**src/rtl/pc_seq_pkg.sv**
```systemverilog
// Shared definitions for the fetch-stage PC sequencer and its neighbours
// (fetch and hazard units): FSM state encoding and PC constants.
package pc_seq_pkg;

    typedef enum logic [1:0] {
        RUN   = 2'd0,
        STALL = 2'd1,
        HALT  = 2'd2
    } pc_state_e;

    localparam int unsigned PC_WIDTH = 16;
    localparam logic [15:0] RESET_PC = 16'h0000;
    localparam int unsigned PC_INC   = 2;

endpackage

```
**src/rtl/pc_redirect_buf.sv**
```systemverilog
// Single-entry buffer for a redirect that arrives while fetch is stalled.
// Capture overwrites any older pending target; clear drops it.
module pc_redirect_buf #(
    parameter int unsigned WIDTH = pc_seq_pkg::PC_WIDTH
) (
    input  logic             i_clk,
    input  logic             i_rst,
    input  logic             i_capture,
    input  logic             i_clear,
    input  logic [WIDTH-1:0] i_target,
    output logic             o_valid,
    output logic [WIDTH-1:0] o_target
);

    logic             r_valid;
    logic [WIDTH-1:0] r_target;

    // Pending-redirect register: capture has priority over clear
    always_ff @(posedge i_clk or posedge i_rst) begin
        if (i_rst) begin
            r_valid  <= 1'b0;
            r_target <= '0;
        end else if (i_capture) begin
            r_valid  <= 1'b1;
            r_target <= i_target;
        end else if (i_clear) begin
            r_valid  <= 1'b0;
        end
    end

    assign o_valid  = r_valid;
    assign o_target = r_target;

endmodule

```
**src/rtl/pc_sequencer.sv**
```systemverilog
// Next-PC controller for the fetch stage: sequential increment, redirect,
// stall hold (with buffered redirect) and halt.
// Optional macro PC_SEQ_PERF_EN adds saturating stall/redirect counters.
module pc_sequencer #(
    parameter int unsigned            WIDTH    = pc_seq_pkg::PC_WIDTH,
    parameter logic [WIDTH-1:0]       RESET_PC = pc_seq_pkg::RESET_PC,
    parameter int unsigned            INC      = pc_seq_pkg::PC_INC
) (
    input  logic             clk,
    input  logic             rst,
    input  logic             fetch_stall,
    input  logic             redir_valid,
    input  logic [WIDTH-1:0] redir_target,
    input  logic             halt_dec,
    output logic [WIDTH-1:0] pc_cur,
    output logic [WIDTH-1:0] pc_plus2,
    output logic             fetch_valid,
`ifdef PC_SEQ_PERF_EN
    output logic [15:0]      stall_cycles,
    output logic [15:0]      redir_count,
`endif
    output logic             halted
);

    import pc_seq_pkg::*;

    localparam logic [WIDTH-1:0] W_INC = WIDTH'(INC);

    pc_state_e        r_state;
    pc_state_e        w_state_nxt;
    logic [WIDTH-1:0] r_pc;
    logic [WIDTH-1:0] w_next_pc;
    logic [WIDTH-1:0] w_pc_inc;
    logic [WIDTH-1:0] w_redir_tgt;
    logic             w_capture;
    logic             w_clear;
    logic             w_pend_valid;
    logic [WIDTH-1:0] w_pend_target;

    assign w_pc_inc    = r_pc + W_INC;
    assign w_redir_tgt = {redir_target[WIDTH-1:1], 1'b0};

    pc_redirect_buf #(
        .WIDTH (WIDTH)
    ) u_redir_buf (
        .i_clk     (clk),
        .i_rst     (rst),
        .i_capture (w_capture),
        .i_clear   (w_clear),
        .i_target  (w_redir_tgt),
        .o_valid   (w_pend_valid),
        .o_target  (w_pend_target)
    );

    // State and PC registers
    always_ff @(posedge clk or posedge rst) begin
        if (rst) begin
            r_state <= RUN;
            r_pc    <= RESET_PC;
        end else begin
            r_state <= w_state_nxt;
            r_pc    <= w_next_pc;
        end
    end

    // Next-state and next-PC selection; a redirect seen while already stalled
    // is buffered instead of applied, and a live redirect beats the buffer
    always_comb begin
        w_state_nxt = r_state;
        w_next_pc   = w_pc_inc;
        w_capture   = 1'b0;
        w_clear     = 1'b0;
        unique case (r_state)
            RUN: begin
                if (fetch_stall) begin
                    w_state_nxt = STALL;
                    w_next_pc   = redir_valid ? w_redir_tgt : r_pc;
                end else if (redir_valid) begin
                    w_next_pc   = w_redir_tgt;
                end else if (halt_dec) begin
                    w_state_nxt = HALT;
                    w_next_pc   = r_pc;
                end
            end
            STALL: begin
                if (fetch_stall) begin
                    w_next_pc = r_pc;
                    w_capture = redir_valid;
                end else begin
                    w_state_nxt = RUN;
                    w_clear     = 1'b1;
                    if (redir_valid)
                        w_next_pc = w_redir_tgt;
                    else if (w_pend_valid)
                        w_next_pc = w_pend_target;
                end
            end
            HALT: begin
                if (redir_valid) begin
                    w_state_nxt = RUN;
                    w_next_pc   = w_redir_tgt;
                end else begin
                    w_next_pc   = r_pc;
                end
            end
            default: begin
                w_state_nxt = RUN;
                w_next_pc   = r_pc;
            end
        endcase
    end

    assign pc_cur      = r_pc;
    assign pc_plus2    = w_pc_inc;
    assign halted      = (r_state == HALT);
    assign fetch_valid = !rst && (r_state != HALT) && !fetch_stall && !redir_valid;

`ifdef PC_SEQ_PERF_EN
    logic [15:0] r_stall_cycles;
    logic [15:0] r_redir_count;

    // Saturating performance counters
    always_ff @(posedge clk or posedge rst) begin
        if (rst) begin
            r_stall_cycles <= '0;
            r_redir_count  <= '0;
        end else begin
            if (fetch_stall && (r_state != HALT) && (r_stall_cycles != '1))
                r_stall_cycles <= r_stall_cycles + 16'd1;
            if (redir_valid && (r_redir_count != '1))
                r_redir_count <= r_redir_count + 16'd1;
        end
    end

    assign stall_cycles = r_stall_cycles;
    assign redir_count  = r_redir_count;
`endif

endmodule

```
**config.mk**
```make
export PLATFORM = sky130hd
export DESIGN_NAME = pc_sequencer
export DESIGN_NICKNAME = d
export VERILOG_FILES = /design/src/rtl/pc_seq_pkg.sv /design/src/rtl/pc_redirect_buf.sv /design/src/rtl/pc_sequencer.sv
export SDC_FILE = /design/constraint.sdc
export NUM_CORES = 1
export LEC_CHECK = 0
export ABC_AREA = 1
export BUFFER_PORTS_ARGS = -buffer_cell sky130_fd_sc_hd__buf_2
export CAP_MARGIN = 30
export CORE_ASPECT_RATIO = 1.25
export CORE_MARGIN = 5
export CORE_UTILIZATION = 50
export CTS_BUF_LIST = sky130_fd_sc_hd__clkbuf_16
export DETAILED_ROUTE_END_ITERATION = 6
export PLACE_DENSITY_LB_ADDON = 0.25
export SYNTH_ARGS = -nofsm -noshare
export SYNTH_HDL_FRONTEND = slang
export SYNTH_SLANG_ARGS = --single-unit
```
**constraint.sdc**
```tcl
create_clock -name clk -period 1.7 [get_ports clk]
set_input_delay 0.17 -clock clk [delete_from_list [all_inputs] [get_ports clk]]
set_output_delay 0.17 -clock clk [all_outputs]
set_load 0.05 [all_outputs]
```
After elaboration in Yosys (flattened, before gate mapping)
Index checks and enable logic that the tools add are counted.
{"block": "word_totals", "output_inout_bits": 34, "wordCells": 44, "inputBits": 21, "regBits": 34}
{"block": "op_classes", "n_addsub": 1, "n_eq_ne": 8, "n_mux": 20, "reduce_logical": 11}
{"operator": "16-bit two-way mux", "count": 7}
{"operator": "16-bit one-hot mux with 3 select lines", "count": 1}
{"operator": "16-bit by 2-bit adder with 16-bit output, second input constant", "count": 1}
{"operator": "2-bit two-way mux", "count": 5}
{"operator": "1-bit two-way mux", "count": 6}
{"operator": "2-bit != test, second input constant", "count": 3}
{"operator": "3-bit != test, second input constant", "count": 2}
{"operator": "2-bit one-hot mux with 3 select lines", "count": 1}
{"operator": "4-bit != test, second input constant", "count": 1}
{"operator": "4-bit AND reduction", "count": 1}
{"operator": "1-bit logical AND", "count": 3}
{"operator": "1-bit logical NOT", "count": 3}
{"operator": "3-bit AND reduction", "count": 1}
{"operator": "3-bit nonzero test", "count": 1}
{"operator": "2-bit by 1-bit equality test with 1-bit output, second input constant", "count": 1}
{"operator": "2-bit equality test, second input constant", "count": 1}
{"operator": "2-bit logical NOT", "count": 1}
{"operator": "2-bit nonzero test", "count": 1}

Longest topological paths before layout
{"block": "logic_depth", "depth_word": 5, "ltp_mapped": 13, "depth_no_buf": 12}

By module
Synthesis repeated with hierarchy kept, for this count alone.
{"block": "unflattened", "hier_cells": 404, "hier_area_um2": 2673.8}
{"module": "pc_sequencer", "instances": 1, "cells_per_inst": 331, "seq_area_each_um2": 450.4, "area_per_inst_um2": 1994.4}
{"module": "pc_redirect_buf", "instances": 1, "cells_per_inst": 73, "seq_area_each_um2": 425.4, "area_per_inst_um2": 679.4}

Worst setup path before layout
OpenSTA, ideal clock, no wires.
{"block": "synth_path", "kind": "flip-flop to output port", "startpoint": "register r_state[0]", "endpoint": "output port fetch_valid", "path_slack_ns": -0.833, "stages_incl_launch_ff": 4, "n_path_buf": 0, "t_arrival_ns": 2.363, "t_required_ns": 1.530, "cell_sequence": "dfrtp_1 -> inv_1 -> ha_1 -> nor4_1"}
{"block": "synth_via", "elab_chain_len": 4}
{"element": "start: declaration", "line": "pc_sequencer.sv:29", "source": "pc_state_e r_state;"}
{"element": "start signal: assignment", "line": "pc_sequencer.sv:61", "source": "r_state <= w_state_nxt;"}
{"element": "2-bit != test", "line": "pc_sequencer.sv:116", "source": "assign fetch_valid = !rst && (r_state != HALT) && !fetch_stall && !redir_valid;"}
{"element": "1-bit logical AND (3 in a row)", "line": "pc_sequencer.sv:116"}
{"element": "end: declaration", "line": "pc_sequencer.sv:17", "source": "output logic fetch_valid,"}
Every way passes these cells.

Worst setup path in the final report
{"block": "layout_path", "startpoint": "register r_pc[1] (netlist: pc_cur[1])", "endpoint": "output port pc_plus2[7]"}
{"block": "layout_via", "elab_chain_len": 1}
{"element": "start: declaration", "line": "pc_sequencer.sv:31", "source": "logic [WIDTH-1:0] r_pc;"}
{"element": "start signal: assignment", "line": "pc_sequencer.sv:62", "source": "r_pc <= w_next_pc;"}
{"element": "16-bit by 2-bit adder with 16-bit output", "line": "pc_sequencer.sv:40", "source": "assign w_pc_inc = r_pc + W_INC;"}
{"element": "end: declaration", "line": "pc_sequencer.sv:16", "source": "output logic [WIDTH-1:0] pc_plus2,"}
Every way passes these cells.

==> flow_metrics.tcl <==
set metrics [dict create \
    grt_overflow 0 \
    port_buffers 53 \
    synth_warnings 0 \
    num_vias 3220 \
    grt_use_met2 0.442 \
    crit_required_ns 1.53 \
    path_clk_slew_ns 0.05 \
    htreeDepth 2 \
    rsz0062_at_grt "true" \
    die_h_microns 92.8 \
    rr_startpoint "pc_cur[1]" \
    worst_pin_slew_ns 0.465 \
    drive_above_1_share 0.369 \
    clkPwrFrac 0.102 \
    antennaDiodeCount 0 \
    pwr-share-seq 0.193 \
    busiest_layer "met2" \
    rr_endpoint "pc_cur[13]" \
    cts_tree "built" \
    hold_viol 0 \
    vias_per_cell 5.75 \
    maxSlewHeadroom 0.690 \
    clk_latency_ns 0.28 \
    gp_congestion 0.860 \
    status "finished, violations left" \
    drt_iter0_markers 269 \
    nFillCells 420 \
    fmax_ghz 0.560 \
    area_growth_pct 42.4 \
    power.net_switching_uw 4610 \
    instances_no_fill 560 \
    drc 0 \
    hp-class "primary input to async pin" \
    drt_wl_total_mm 8.93 \
    core-area_sq_um 5370 \
    std_cell_rows 30 \
    firstDrtPassIters 5 \
    critical_path.startpoint_type "flop" \
    syn_nets 436 \
    die_x_microns 76.2 \
    cp-end-kind "primary output" \
    final.period_utilization 1.05 \
    io_pins 55 \
    dp.cells 539 \
    clock_sinks 34 \
    use_met3 0.0399 \
    cp_common_cell "buf_6" \
    fin_tns_setup_ns -0.518 \
    critPathMaxFanout 5 \
    violations "negative setup slack" \
    postSynthCellCount 410 \
    skew_ns 0.0102 \
    critPathLaunch "pc_cur[1]" \
    cp_slowest_stage_delay_ns 0.42 \
    path_cells "ha_4 > nand3_4 > nor2_4 > buf_6 > xor2_4 > buf_6" \
    use_met1 0.294 \
    path_class "flop to primary output" \
    grt_max_degree 35 \
    worstPathArrival_ns 1.61 \
    grt_pass1_vias 3180 \
    maxCapViolCount 0 \
    crit_end "pc_plus2[7]" \
    reg2reg_slack_ns -0.05 \
    postSynthAreaPerCell_sq_um 6.68 \
    place_ws_ns -0.00701 \
    start_util 0.510 \
    ys_seq_area_frac 0.311 \
    cpMaxStageDelayCell "dfrtp_4" \
    setup_slack_ns -0.0846 \
    p_per_area_nw_per_um2 2200 \
    ctsLongestPathBuffers 2 \
    intPower_uw 3970 \
    yosysUniqueCellTypes 35 \
    post-route-min-period_ns 1.78 \
    ant_nets 0 \
    nNetsFinal 521 \
    grt_usage 0.251 \
    slew_violations 0 \
    swShare 0.537 \
    rr_worst_depth 10 \
    post-dp-hpwl_mm 6.00 \
    cts_made_buffers 5 \
    syn_area_sq_um 2740 \
    power_frac_comb 0.705 \
    ir_worst_vdd_mv 1.33 \
    grt_antenna_before_repair 0 \
    power_leakage_uw 0.00193 \
    wl_per_cell_microns 16.0 \
    ys_ff_latch 34 \
    ctsRootBufferMaster "clkbuf_16" \
    grt_pass1_wl_mm 14.6 \
    setup_viol 11 \
    dieArea_sq_um 7070 \
]
sequential cells by signal, indices dropped and copies added (netlist names):
signal                count
pc_cur                   16
r_state                   2
u_redir_buf.o_target     15
u_redir_buf.o_valid       1
cell usage in the layout, fill, tap and decap left out, drive strengths merged:
| master | instances |
|---|---|
| mux2 | 12 |
| dfrtp | 34 |
| a31oi | 2 |
| xnor2 | 1 |
| o31ai | 1 |
| a21oi | 33 |
| or2 | 1 |
| nor4 | 1 |
| buf | 97 |
| nand2 | 127 |
| nor3 | 1 |
| nor2 | 60 |
| o2111ai | 2 |
| clkinv | 4 |
| a21boi | 1 |
| o21ai | 34 |
| nand3 | 24 |
| ha | 5 |
| o211ai | 1 |
| nand4 | 7 |
| nand3b | 1 |
| o311ai | 1 |
| inv | 33 |
| a211oi | 1 |
| clkbuf | 5 |
| a22oi | 1 |
| xor2 | 6 |
repair_timing:
| action | CTS | global route |
|---|---|---|
| resized for setup | 37 | 38 |
| endpoints found under the setup margin | 18 | 26 |
| setup buffers | 5 | 7 |
| hold buffers | 0 | 0 |
| pin swaps | 8 | 12 |
| cloned | 1 | 0 |
routing by layer:
layer | wire, microns | vias up
li1 | - | 1503
met1 | 3390 | 1498
met2 | 4540 | 181
met3 | 665 | 38
met4 | 340 | 0
met5 | 0 | -
worst max-delay path: cells and delay by family (launching register included):
family	cells	cell delay, ns
buf+inv	2	0.32
fa+ha+maj	1	0.14
simple gates	2	0.30
xor+xnor	1	0.14
flops	1	0.42
cell usage after synthesis:
| library cell | instances | area share |
|---|---|---|
| nand3_1 | 21 | 0.038 |
| nor2_2 | 3 | 0.0069 |
| nor3_1 | 1 | 0.0018 |
| dfrtp_1 | 34 | 0.31 |
| buf_6 | 5 | 0.021 |
| a31oi_1 | 2 | 0.0046 |
| a21boi_0 | 1 | 0.0027 |
| inv_1 | 31 | 0.042 |
| clkinv_1 | 3 | 0.0041 |
| nand2_2 | 3 | 0.0069 |
| o31ai_1 | 1 | 0.0027 |
| nor4_1 | 1 | 0.0023 |
| o21ai_1 | 1 | 0.0018 |
| o21ai_0 | 33 | 0.060 |
| nor2_1 | 54 | 0.074 |
| o211ai_1 | 1 | 0.0027 |
| or2_2 | 1 | 0.0023 |
| a211oi_2 | 1 | 0.0046 |
| nand3_2 | 3 | 0.011 |
| buf_2 | 9 | 0.016 |
| a21oi_1 | 33 | 0.060 |
| nand4_1 | 7 | 0.016 |
| nor2_4 | 2 | 0.0082 |
| o2111ai_1 | 2 | 0.0064 |
| o311ai_0 | 1 | 0.0032 |
| nand2_1 | 124 | 0.17 |
| buf_1 | 2 | 0.0027 |
| xor2_2 | 1 | 0.0059 |
| xor2_1 | 5 | 0.016 |
| nand3b_1 | 1 | 0.0027 |
| a22oi_1 | 1 | 0.0027 |
| mux2_2 | 12 | 0.049 |
| xnor2_2 | 1 | 0.0059 |
| ha_1 | 5 | 0.023 |
| buf_4 | 4 | 0.011 |
cell type report:
cell class | count | area [sq um] | area share
clock inverter | 3 | 11.3 | 0.00289
timing repair buffer | 97 | 763 | 0.196
tap | 64 | 80.1 | 0.0205
clock buffer | 5 | 125 | 0.0321
sequential | 34 | 872 | 0.224
multi-input combinational | 323 | 1920 | 0.492
inverter | 34 | 130 | 0.0334
how the worst min path moves through the flow:
stage | start | end
floorplan | rst | pc_cur[0]
global placement | rst | r_state[1]
detailed placement | rst | r_state[1]
CTS | rst | pc_cur[14]
global route | rst | r_state[0]
finish | rst | r_state[0]
stage by stage:
step / hold WS [ns] / power, uW / util / instance area (sq um)
after floorplan: 0.311 / 5500 / - / 2930
after global routing: 0.0891 / 9120 / 0.727 / 3900
after detailed placement: 0.337 / 6870 / 0.637 / 3420
after CTS: 0.0401 / 8120 / 0.695 / 3730
after global placement: 0.324 / 6760 / 0.637 / 3420
final: 0.0212 / 8580 / 0.727 / 3900
cells by family (layout without fill, tap and decap cells):
logic type / after synthesis / count (layout) / share of synthesized area
buf+inv: 54 / 139 / 0.0973
mux: 12 / 12 / 0.0493
xor+xnor: 7 / 7 / 0.0279
fa+ha+maj: 5 / 5 / 0.0228
compound gates: 77 / 77 / 0.152
simple gates: 221 / 222 / 0.340
flops: 34 / 34 / 0.311
power groups by stage:
| stage | Combinational, uW | Clock, uW | Sequential, uW |
|---|---|---|---|
| finish | 6050 | 877 | 1650 |
| global placement | 5140 | 0 | 1620 |
| floorplan | 3300 | 0 | 2200 |
| detailed placement | 5230 | 0 | 1640 |
| global route | 6500 | 918 | 1690 |
| CTS | 5610 | 881 | 1630 |
Power figures use the tool's default switching activity.
